--- config.mk ---
export PLATFORM = sky130hd
export DESIGN_NAME = ibufgds
export DESIGN_NICKNAME = d
export VERILOG_FILES = /design/src/rtl/ibufgds_pkg.sv /design/src/rtl/ibufgds_monitor.sv /design/src/rtl/ibufgds.sv
export SDC_FILE = /design/constraint.sdc
export NUM_CORES = 1
export LEC_CHECK = 0
export CAP_MARGIN = 20
export CORE_ASPECT_RATIO = 0.9
export CORE_MARGIN = 3
export CORE_UTILIZATION = 52
export CTS_CLUSTER_SIZE = 14
export DETAILED_ROUTE_END_ITERATION = 16
export MAX_ROUTING_LAYER = met4
export PLACE_DENSITY = 0.83
export SLEW_MARGIN = 20
export SYNTH_ARGS = -nofsm -noshare
export SYNTH_HDL_FRONTEND = slang
export SYNTH_HIERARCHICAL = 1
export SYNTH_SLANG_ARGS = --single-unit
export TNS_END_PERCENT = 20
--- constraint.sdc ---
create_clock -name clock127 -period 4.85 [get_ports clock127]
set_input_delay 0.97 -clock clock127 [delete_from_list [all_inputs] [get_ports clock127]]
set_output_delay 0.97 -clock clock127 [all_outputs]
set_load 0.03 [all_outputs]
--- src/rtl/ibufgds_pkg.sv ---
// Shared definitions for the differential input buffer: legal attribute
// strings, default counter width and the elaboration-time parameter check.
`timescale 1ns/1ps
package ibufgds_pkg;

  localparam string ATTR_TRUE  = "TRUE";
  localparam string ATTR_FALSE = "FALSE";

  localparam int CNT_WIDTH_DEFAULT = 16;
  localparam int CNT_WIDTH_MIN     = 4;
  localparam int CNT_WIDTH_MAX     = 32;

  function automatic bit attr_bool_ok(input string value);
    return (value == ATTR_TRUE) || (value == ATTR_FALSE);
  endfunction

  // IOSTANDARD is free-form and only has to be non-empty.
  function automatic bit params_ok(input string diff_term,
                                   input string ibuf_low_pwr,
                                   input string iostandard,
                                   input int    cnt_width);
    return attr_bool_ok(diff_term) && attr_bool_ok(ibuf_low_pwr) &&
           (iostandard != "") &&
           (cnt_width >= CNT_WIDTH_MIN) && (cnt_width <= CNT_WIDTH_MAX);
  endfunction

endpackage

--- src/rtl/ibufgds_monitor.sv ---
// Bring-up monitor for the differential pair: counts and flags samples where
// the legs are not complementary, sampled on clock127.
`timescale 1ns/1ps
module ibufgds_monitor
  import ibufgds_pkg::*;
#(
  parameter int CNT_WIDTH = CNT_WIDTH_DEFAULT
) (
  input  logic                 clock127,
  input  logic                 reset,
  input  logic                 i,
  input  logic                 ib,
  output logic [CNT_WIDTH-1:0] invalid_count,
  output logic                 invalid_sticky,
  output logic                 diff_ok
);

  // Anything other than a clean 1 from the XOR (equal legs, X or Z) is invalid.
  logic sample_invalid;
  assign sample_invalid = ((i ^ ib) !== 1'b1);

  always_ff @(posedge clock127) begin
    if (reset) begin
      invalid_count  <= '0;
      invalid_sticky <= 1'b0;
      diff_ok        <= 1'b0;
    end else begin
      if (sample_invalid) begin
        invalid_sticky <= 1'b1;
        if (invalid_count != '1)
          invalid_count <= invalid_count + 1'b1;
      end
      diff_ok <= !sample_invalid;
    end
  end

endmodule

--- src/rtl/ibufgds.sv ---
// LVDS input buffer: zero-delay differential-to-single-ended conversion that
// holds the last valid level, plus the clock127 invalid-sample monitor.
`timescale 1ns/1ps
module ibufgds
  import ibufgds_pkg::*;
#(
  parameter string DIFF_TERM    = "FALSE",
  parameter string IBUF_LOW_PWR = "TRUE",
  parameter string IOSTANDARD   = "DEFAULT",
  parameter int    CNT_WIDTH    = CNT_WIDTH_DEFAULT
) (
  input  logic                 clock127,
  input  logic                 reset,
  input  logic                 I,
  input  logic                 IB,
  output logic                 O,
  output logic [CNT_WIDTH-1:0] invalid_count,
  output logic                 invalid_sticky,
  output logic                 diff_ok
);

  if (!params_ok(DIFF_TERM, IBUF_LOW_PWR, IOSTANDARD, CNT_WIDTH)) begin : g_bad_params
    $fatal(1, "ibufgds: illegal DIFF_TERM/IBUF_LOW_PWR/IOSTANDARD/CNT_WIDTH value");
  end

  // Transparent only while the pair is cleanly complementary, so O follows I
  // with no clock and never picks up an X or an equal-legs level.
  logic o_hold;
  always_latch begin
    if ((I ^ IB) === 1'b1)
      o_hold <= I;
  end
  assign O = o_hold;

  ibufgds_monitor #(
    .CNT_WIDTH(CNT_WIDTH)
  ) u_monitor (
    .clock127      (clock127),
    .reset         (reset),
    .i             (I),
    .ib            (IB),
    .invalid_count (invalid_count),
    .invalid_sticky(invalid_sticky),
    .diff_ok       (diff_ok)
  );

endmodule

Yosys cells after proc, flatten, opt, wreduce, memory -nomap -nowiden
Index checks and enable logic that the tools add are counted.

word-level totals
  register bits = 18
  latch bits = 1
  input bits = 4
  output and inout bits = 19
  logic and storage cells = 13

operators by class
  add/sub/neg operators = 1
  equal/unequal tests = 3
  mux-type cells = 2
  bitwise logic cells = 1
  reductions and logical operators = 2

operator list
  operator                                                          number
  16-bit by 1-bit adder with 16-bit output (second input constant)  1
  16-bit != test (second input constant)                            1
  1-bit two-way mux                                                 2
  2-bit AND reduction                                               1
  1-bit case equality test (second input constant)                  1
  1-bit logical NOT                                                 1
  1-bit !== test (second input constant)                            1
  1-bit bitwise XOR                                                 1

Longest topological paths before layout
Gate-level depths: netlist (run 1).

  depth after elaboration = 3
  mapped depth = 5
  depth with buffers taken out = 5

By module
The synthesis (run 1) kept the hierarchy.

modules (own cells, without submodules)
  module           times used  cells each  area each (µm²)  sequential area each (µm²)
  ibufgds_monitor  1           106         959.7            360.3
  ibufgds          1           2           23.8             0.0

==> results.py, run 1 <==
metrics = {
    "run_status": {
        "status": "completed",
    },
    "cts": {
        "ctsResizeCount": 0,
        "cts_tree": "done",
        "hold_buffers": 0,
        "postCtsSetupRepairBufs": 0,
        "clock_latency_ns": 0.28,
        "clkSlewWorstSetupHoldPaths_ns": 0.09,
        "htree_levels": 1,
        "cts_root_buf": "clkbuf_4",
        "cts_inserted_buffers": 3,
        "clockBufferDepth": 2,
    },
    "timing": {
        "finalSetupTns_ns": 0,
        "fin_crit_sh": 0.520,
        "rsz0062_at_grt": "no",
        "slew-limit-headroom": 0.526,
        "period_needed_ns": 2.52,
        "unclocked_pins": 1,
        "untimed_endpoints": 2,
        "final-setup-viol-count": 0,
        "slew_violations": 0,
        "tightest_slew_ns": 0.708,
        "hold_violations": 0,
        "fmax_mhz": 397,
        "finClkSkew_ns": 0.000507,
    },
    "worst_hold_path": {
        "hold_class": "reg -> reg",
    },
    "power_and_ir_drop": {
        "pwr-share-clk": 0.265,
        "p_sw_frac": 0.261,
        "power_density_nw_per_um2": 217,
        "p_sw_mw": 0.0700,
        "ir_worst_vdd_mv": 0.181,
        "intPower_mw": 0.198,
        "pwr-share-seq": 0.592,
        "pwr-share-comb": 0.143,
        "leakage_nw": 0.415,
    },
    "die": {
        "num_rows": 14,
        "num_io_pins": 23,
        "die_area_sq_um": 2450,
        "die_h_um": 47.3,
        "initial_utilization": 0.567,
        "die_w_um": 51.8,
        "coreArea_sq_um": 1730,
    },
    "yosys": {
        "ys_seq_elements": 19,
        "synth_nets": 113,
        "ys_types": 34,
        "yosysTopAreaCell": "dfxtp_1",
        "yosys.area.top_type_share": 0.366,
        "synthesis.area_sq_um": 983,
        "synth_area_per_cell_sq_um": 9.11,
        "synth_warnings": 6,
        "synthCells": 108,
        "ys_top_cells_by_area": "dfxtp_1 37%, a21oi_1 5.1%, nand4_4 4.3%, nor2_1 3.8%, o31ai_1 3.8%",
    },
    "setup_path": {
        "cp.arrival_ns": 1.55,
        "end_kind": "primary output",
        "path_cells": "clkdlybuf4s50_1",
        "crit_slowest_cell": "clkdlybuf4s50_1",
        "crit_fanout": 11,
        "cp_top_family": "buffers and inverters",
        "required_ns": 3.88,
        "cp_num_buf_inv": 1,
        "slowest_delay_ns": 0.74,
        "crit_type": "reg -> out",
        "start_kind": "flip-flop",
    },
    "finish": {
        "antenna_cells": 0,
        "num-fill-cells": 137,
        "finalNetCount": 136,
        "drive_above_1_share": 0.109,
        "ff_latch_area_sq_um": 375,
        "area_growth_pct": 25.8,
        "final_area_sq_um": 1240,
        "multi_input_area_sq_um": 582,
    },
    "route": {
        "drtAntennaViolNets": 0,
        "routed_via_density": 5.86,
        "drt_iter0_markers": 39,
        "first_pass_iters": 5,
        "vias": 897,
        "routed_wl_um": 2030,
        "wl_per_cell_um": 13.3,
        "drc_errors": 0,
    },
    "place": {
        "dp_hpwl_um": 1450,
        "placed_area_sq_um": 1210,
        "port_buffers": 22,
        "gp_congestion": 0.797,
    },
    "grt": {
        "overflow": 0,
        "grtUsageTotal": 0.189,
        "grt_max_degree": 23,
        "grt_pass1_vias": 757,
        "grt_pass1_wl_um": 3330,
        "antenna_found_initial": 0,
    },
    "job": {
        "drv_cap": 0,
    },
}
-- kinds of logic (layout without fill, tap and decap cells) --
logic type,count (synthesis),count (layout),share of synthesized area
DFF,18,18,0.366
latches,1,1,0.0153
xor gates and xnor gates,3,3,0.0458
adders and majority gates,1,1,0.0127
buffers and inverters,6,27,0.0267
and+or+nand+nor,54,54,0.356
muxes,4,4,0.0445
AOI/OAI and AO/OA,21,21,0.132
-- metrics by stage --
step | hold WS [ns] | utilization | setup slack (ns) | power, mW | cells
6_report | 0.483 | 0.714 | 2.33 | 0.268 | 153
5_1_grt | 0.532 | 0.714 | 2.25 | 0.281 | 153
3_3_place_gp | 0.483 | 0.701 | 2.08 | 0.200 | 150
2_1_floorplan | 0.603 | - | 2.74 | 0.185 | 108
4_1_cts | 0.485 | 0.714 | 2.32 | 0.271 | 153
3_5_place_dp | 0.462 | 0.701 | 2.03 | 0.200 | 150
-- path summary, 6_finish.rpt --
kind	from	endpoint	slack [ns]	depth (start not counted)
worst max-delay path	u_monitor/invalid_count[11]	invalid_count[11]	2.33	1
worst min-delay path	u_monitor/invalid_sticky	u_monitor/invalid_sticky	0.48	2
worst max register to register	u_monitor/invalid_count[0]	u_monitor/invalid_count[0]	3.00	5
worst min register to register	u_monitor/invalid_sticky	u_monitor/invalid_sticky	0.48	2
-- layout make-up --
| type | count | share of cell area |
|---|---|---|
| repair buffers | 22 | 0.178 |
| clock buffers | 3 | 0.0182 |
| multi-input cells | 83 | 0.470 |
| well taps | 24 | 0.0243 |
| flip-flops and latches | 19 | 0.303 |
| inverters | 2 | 0.00607 |
-- synthesized netlist by cell type (all sizes together) --
| cell type | n |
|---|---|
| ha | 1 |
| xnor2 | 1 |
| inv | 2 |
| nand4 | 7 |
| nor2b | 3 |
| clkbuf | 2 |
| nand2 | 4 |
| o21ba | 1 |
| or3 | 5 |
| o21ai | 3 |
| nor3 | 3 |
| nor2 | 10 |
| and4b | 1 |
| and3 | 1 |
| a211oi | 1 |
| nand3 | 7 |
| dfxtp | 18 |
| nor4 | 6 |
| or4 | 3 |
| o31ai | 5 |
| a21oi | 10 |
| and4 | 1 |
| dlxtp | 1 |
| nand2b | 2 |
| mux2 | 3 |
| xor2 | 2 |
| mux2i | 1 |
| or2 | 1 |
| buf | 2 |
| a41o | 1 |
-- layout by cell type (no fill, tap or decap), types with 2 or more instances in the layout --
master / synthesis / final
nor4_1: 5 / 5
o31ai_1: 5 / 5
or3_1: 4 / 4
a21oi_1: 10 / 10
clkdlybuf4s50_1: 0 / 22
clkbuf_4: 0 / 3
o21ai_0: 3 / 3
xor2_1: 2 / 2
nand4_4: 2 / 2
nand4_1: 5 / 5
dfxtp_1: 18 / 18
nand2_1: 4 / 4
nor2_1: 10 / 10
nor3_1: 3 / 3
mux2_2: 3 / 3
or4_1: 3 / 3
nor2b_1: 3 / 3
nand3_1: 7 / 7
nand2b_1: 2 / 2
inv_1: 2 / 2
-- layer usage --
layer,share of wire,GRT usage,vias to the layer above
met2,0.45,0.288,29
met1,0.48,0.250,409
met3,0.057,0.0286,6
li1,-,-,453
met4,0.014,0.0785,0
met5,0,-,-
-- sequential cells by signal (all words and copies together), names as in the netlist --
signal                    flops
u_monitor/invalid_count      16
u_monitor/diff_ok             1
O                             1
u_monitor/invalid_sticky      1
-- power groups by stage --
stage               sequential [mW]  clock [mW]  combinational (mW)
finish                        0.159      0.0712              0.0383
floorplan                     0.170           0              0.0152
detailed placement            0.162           0              0.0383
CTS                           0.159      0.0740              0.0386
global placement              0.162           0              0.0382
global route                  0.160      0.0795              0.0413
Note: power is estimated with default switching activity, not from simulation.
==> inputs of run 2 (changes only) <==
Settings changed: CORE_UTILIZATION 52 to 43, PLACE_DENSITY 0.83 to 0.73.
Clock period 4.85 ns to 2.2 ns, I/O delays scaled along.
==> run 2 against run 1 <==
Die area grew 18%; sequential power up 120%; clock power grew to 2.9 times the previous value; clock skew is 0.00080 ns higher; non-clock buffer count rose by 5; critical path depth did not move; worst setup slack worse by 2.1 ns; total power up 140%; combinational power up 130%; final cell count is 4.6% higher; critical path type unchanged; critical endpoint unchanged; largest power group unchanged.
==> results.py, run 2 (synthesis gave the netlist of run 1 again) <==
metrics = {
    "run_status": {
        "status": "completed",
    },
    "place": {
        "dp_hpwl_um": 1560,
        "dp.cells": 156,
        "gp_congestion": 0.808,
        "port_buffers": 22,
        "pre_cts_slack_ns": 0.00975,
    },
    "job": {
        "drv_cap": 0,
    },
    "setup_path": {
        "cp.arrival_ns": 1.56,
        "end_kind": "primary output",
        "slowest_delay_ns": 0.74,
        "required_ns": 1.76,
        "cp_num_buf_inv": 1,
        "cp_top_family": "buffers and inverters",
        "crit_fanout": 11,
        "crit_type": "reg -> out",
        "crit_slowest_cell": "clkdlybuf4s50_1",
        "rr_endpoint": "u_monitor/invalid_count[0]",
        "worst_r2r_path_depth": 5,
        "worstReg2RegStart": "u_monitor/invalid_count[0]",
        "path_cells": "clkdlybuf4s50_1",
        "start_kind": "flip-flop",
        "r2r_slack_ns": 0.36,
    },
    "grt": {
        "grt_pass1_vias": 889,
        "antenna_found_initial": 0,
        "grt_pass1_wl_um": 3980,
        "grtUsageTotal": 0.174,
        "grt_max_degree": 15,
        "overflow": 0,
    },
    "die": {
        "die_area_sq_um": 2900,
        "die_w_um": 56.4,
        "coreArea_sq_um": 2050,
        "num_io_pins": 23,
        "num_rows": 15,
        "initial_utilization": 0.481,
        "die_h_um": 51.4,
    },
    "timing": {
        "rsz0062_at_grt": "no",
        "fmax_mhz": 500,
        "period_needed_ns": 2.00,
        "untimed_endpoints": 2,
        "slew-limit-headroom": 0.584,
        "unclocked_pins": 1,
        "tightest_slew_ns": 0.618,
        "timing.hold.ws_ns": 0.479,
        "fin_crit_sh": 0.909,
        "hold_violations": 0,
        "final-setup-viol-count": 0,
        "finalWorstSetupSlack_ns": 0.200,
        "slew_violations": 0,
        "finClkSkew_ns": 0.00130,
        "finalSetupTns_ns": 0,
    },
    "worst_hold_path": {
        "whs_path_depth": 2,
        "hold_path.startpoint": "u_monitor/invalid_sticky",
        "hold_class": "reg -> reg",
        "hold_path_end": "u_monitor/invalid_sticky",
    },
    "route": {
        "wl_per_cell_um": 13.4,
        "routed_via_density": 5.71,
        "vias": 914,
        "drtAntennaViolNets": 0,
        "routed_wl_um": 2140,
        "drc_errors": 0,
        "drt_iter0_markers": 26,
        "first_pass_iters": 4,
    },
    "cts": {
        "clockBufferDepth": 2,
        "clkSlewWorstSetupHoldPaths_ns": 0.10,
        "postCtsSetupRepairBufs": 0,
        "cts_tree": "done",
        "cts_inserted_buffers": 3,
        "hold_buffers": 0,
        "ctsResizeCount": 0,
        "htree_levels": 1,
        "cts_root_buf": "clkbuf_4",
        "clock_latency_ns": 0.29,
    },
    "finish": {
        "largest-register": "u_monitor/invalid_count",
        "layout_common_cells": "22 x clkdlybuf4s50_1, 18 x dfxtp_1, 10 x a21oi_1, 10 x nor2_1, 7 x nand3_1",
        "antenna_cells": 0,
        "num-fill-cells": 186,
        "final_cells": 160,
        "area_growth_pct": 31.2,
        "largest_reg_flops": 16,
        "finalNetCount": 141,
        "layout_commonest_cell": "clkdlybuf4s50_1",
        "drive_above_1_share": 0.148,
    },
    "power_and_ir_drop": {
        "power_density_nw_per_um2": 498,
        "ir_worst_vdd_mv": 0.549,
        "leakage_nw": 0.445,
    },
}
-- run 2: area by class of cell --
cell class                 count  area, sq um  share of cell area
clock buffer                   4         36.3              0.0281
timing repair buffer          27          258               0.200
tap                           25         31.3              0.0242
sequential                    19          375               0.291
multi-input combinational     83          582               0.451
inverter                       2         7.51             0.00582
-- run 2: power by group --
group          total (mW)  leakage, nW  internal, mW  switching, mW
sequential          0.349        0.154         0.337         0.0127
combinational      0.0898        0.270        0.0408         0.0490
clock               0.203       0.0210         0.101          0.102
-- run 2: worst max path at each step --
stage                                 from                           to  slack, ns  depth (start not counted)
2_1_floorplan   u_monitor/invalid_count[7]  u_monitor/invalid_count[15]       0.39                          4
3_3_place_gp                            IB  u_monitor/invalid_count[15]       0.05                          5
3_5_place_dp                            IB  u_monitor/invalid_count[15]       0.01                          5
4_1_cts        u_monitor/invalid_count[11]            invalid_count[11]       0.18                          1
5_1_grt        u_monitor/invalid_count[11]            invalid_count[11]       0.09                          1
6_report       u_monitor/invalid_count[11]            invalid_count[11]       0.20                          1
-- run 2: per-stage QoR --
stage	area (sq um)	total power, mW	utilization
after floorplan	983	0.408	-
after global placement	1250	0.446	0.613
after detailed placement	1250	0.447	0.613
after CTS	1290	0.651	0.631
after global routing	1290	0.681	0.631
final	1290	0.642	0.631
-- run 2: per-layer routing --
| metal | vias to the layer above | global-route usage | wire [um] |
|---|---|---|---|
| met2 | 21 | 0.278 | 959 |
| li1 | 462 | - | - |
| met3 | 2 | 0.0455 | 103 |
| met5 | - | - | 0 |
| met1 | 429 | 0.221 | 1060 |
| met4 | 0 | 0.0395 | 14 |
-- run 2: worst reg2reg max path: cells and delay by family (launching register included) --
kind          cells  cell delay [ns]
fa+ha+maj         1             0.34
flops             1             0.50
mux               1             0.29
simple gates      3             0.62
==> inputs of run 3 (changes only) <==
--- a/config.mk
+++ b/config.mk
@@ -15,2 +15,3 @@
 export PLACE_DENSITY = 0.73
+export REMOVE_ABC_BUFFERS = 1
 export SLEW_MARGIN = 20
--- a/constraint.sdc
+++ b/constraint.sdc
@@ -3,2 +3,2 @@
 set_output_delay 0.44 -clock clock127 [all_outputs]
-set_load 0.03 [all_outputs]
+set_load 0.01 [all_outputs]
==> run 3 against run 2 <==
Combinational power decreased by 9.4%; final cell count rose by 1.3%; clock-buffer cell count shrank 1; die area did not move; maximum frequency grew 6.0%; register-to-register slack worse by 0.04 ns; critical path type is now in -> reg.
==> results.py, run 3 (synthesis gave the netlist of run 1 again) <==
metrics = {
    "setup_path": {
        "worstReg2RegStart": "u_monitor/invalid_count[0]",
        "start_kind": "input port",
        "crit_fanout": 4,
        "worst_r2r_path_depth": 5,
        "cp.arrival_ns": 2.07,
        "required_ns": 2.38,
        "end_kind": "flip-flop",
        "crit_type": "in -> reg",
        "rr_endpoint": "u_monitor/invalid_count[7]",
        "r2r_slack_ns": 0.32,
    },
    "place": {
        "placed_area_sq_um": 1280,
        "gp_congestion": 0.784,
        "dp.cells": 159,
        "dp_hpwl_um": 1690,
        "port_buffers": 22,
    },
    "finish": {
        "largest-register": "u_monitor/invalid_count",
        "antenna_cells": 0,
        "layout_common_cells": "22 x clkdlybuf4s50_1, 18 x dfxtp_1, 10 x a21oi_1, 10 x nor2_1, 8 x buf_4",
        "drive_above_1_share": 0.161,
        "final_cells": 162,
        "layout_commonest_cell": "clkdlybuf4s50_1",
        "largest_reg_flops": 16,
        "num-fill-cells": 188,
        "final_area_sq_um": 1300,
        "area_growth_pct": 32.1,
        "finalNetCount": 144,
    },
    "power_and_ir_drop": {
        "leakage_nw": 0.452,
        "ir_worst_vdd_mv": 0.496,
        "power_density_nw_per_um2": 455,
    },
    "die": {
        "num_io_pins": 23,
        "die_area_sq_um": 2900,
        "num_rows": 15,
        "initial_utilization": 0.481,
        "die_w_um": 56.4,
        "coreArea_sq_um": 2050,
        "die_h_um": 51.4,
    },
    "cts": {
        "cts_root_buf": "clkbuf_4",
        "cts_tree": "done",
        "cts_inserted_buffers": 3,
        "clock_latency_ns": 0.29,
        "clkSlewWorstSetupHoldPaths_ns": 0.09,
        "ctsResizeCount": 0,
        "clockBufferDepth": 2,
        "hold_buffers": 0,
        "htree_levels": 1,
        "postCtsSetupRepairBufs": 0,
    },
    "timing": {
        "slew-limit-headroom": 0.588,
        "unclocked_pins": 1,
        "hold_violations": 0,
        "slew_violations": 0,
        "fmax_mhz": 530,
        "fin_crit_sh": 0.858,
        "untimed_endpoints": 2,
        "period_needed_ns": 1.89,
        "final-setup-viol-count": 0,
        "timing.hold.ws_ns": 0.497,
        "rsz0062_at_grt": "no",
        "tightest_slew_ns": 0.612,
        "finClkSkew_ns": 0.00304,
    },
    "worst_hold_path": {
        "hold_path.startpoint": "u_monitor/invalid_sticky",
        "whs_path_depth": 2,
        "hold_path_end": "u_monitor/invalid_sticky",
        "hold_class": "reg -> reg",
    },
    "grt": {
        "use_met1": 0.221,
        "overflow": 0,
        "grt_max_degree": 16,
        "grtUsageTotal": 0.178,
        "grt_pass1_vias": 881,
        "grt-busiest-layer": "met2",
        "grt_pass1_wl_um": 3930,
        "antenna_found_initial": 0,
        "met3_usage": 0.0530,
        "grt_use_met2": 0.282,
    },
    "run_status": {
        "status": "completed",
    },
    "route": {
        "drc_errors": 0,
        "wl_per_cell_um": 14.0,
        "vias": 956,
        "routed_wl_um": 2270,
        "drtAntennaViolNets": 0,
        "first_pass_iters": 5,
        "drt_iter0_markers": 17,
        "routed_via_density": 5.90,
    },
    "job": {
        "drv_cap": 0,
    },
}
## run 3: worst max-delay path by stage
stage                          startpoint  cells past startpoint                     endpoint
2_1_floorplan  u_monitor/invalid_count[0]                      5   u_monitor/invalid_count[0]
3_3_place_gp                           IB                      5  u_monitor/invalid_count[13]
3_5_place_dp                           IB                      5  u_monitor/invalid_count[13]
4_1_cts                                IB                      5  u_monitor/invalid_count[13]
5_1_grt        u_monitor/invalid_count[0]                      5   u_monitor/invalid_count[7]
6_report                               IB                      5  u_monitor/invalid_count[13]
## run 3: worst max-delay path, stage by stage
cell and delay [ns]:
clkdlybuf4s50_1 0.52, xnor2_4 0.27, nand3_1 0.15, nor4_1 0.33, mux2_2 0.37
## run 3: metrics by stage
step	util	power, mW	setup slack [ns]	setup TNS, ns
2_1_floorplan	-	0.389	0.560	0
3_3_place_gp	0.624	0.436	0.0260	0
3_5_place_dp	0.624	0.439	-0.000114	-0.000114
4_1_cts	0.635	0.600	0.315	0
5_1_grt	0.635	0.622	0.238	0
6_report	0.635	0.591	0.312	0
## run 3: cell type report
cell class                      count  area, sq um  share of cell area
Multi-Input combinational cell     83          582               0.448
Inverter                            2         7.51             0.00578
Clock buffer                        3         22.5              0.0173
Timing Repair Buffer               30          280               0.216
Sequential cell                    19          375               0.289
Tap cell                           25         31.3              0.0241
## run 3: power breakdown
| part | total, mW | switching (mW) | internal (mW) |
|---|---|---|---|
| clock network | 0.159 | 0.0958 | 0.0636 |
| logic | 0.0814 | 0.0360 | 0.0453 |
| registers | 0.350 | 0.0134 | 0.337 |
## run 3: metal layers
metal	up-vias	routed length (um)
met5	-	0
met4	0	14
met3	2	97
met2	27	1090
met1	460	1080
li1	467	-
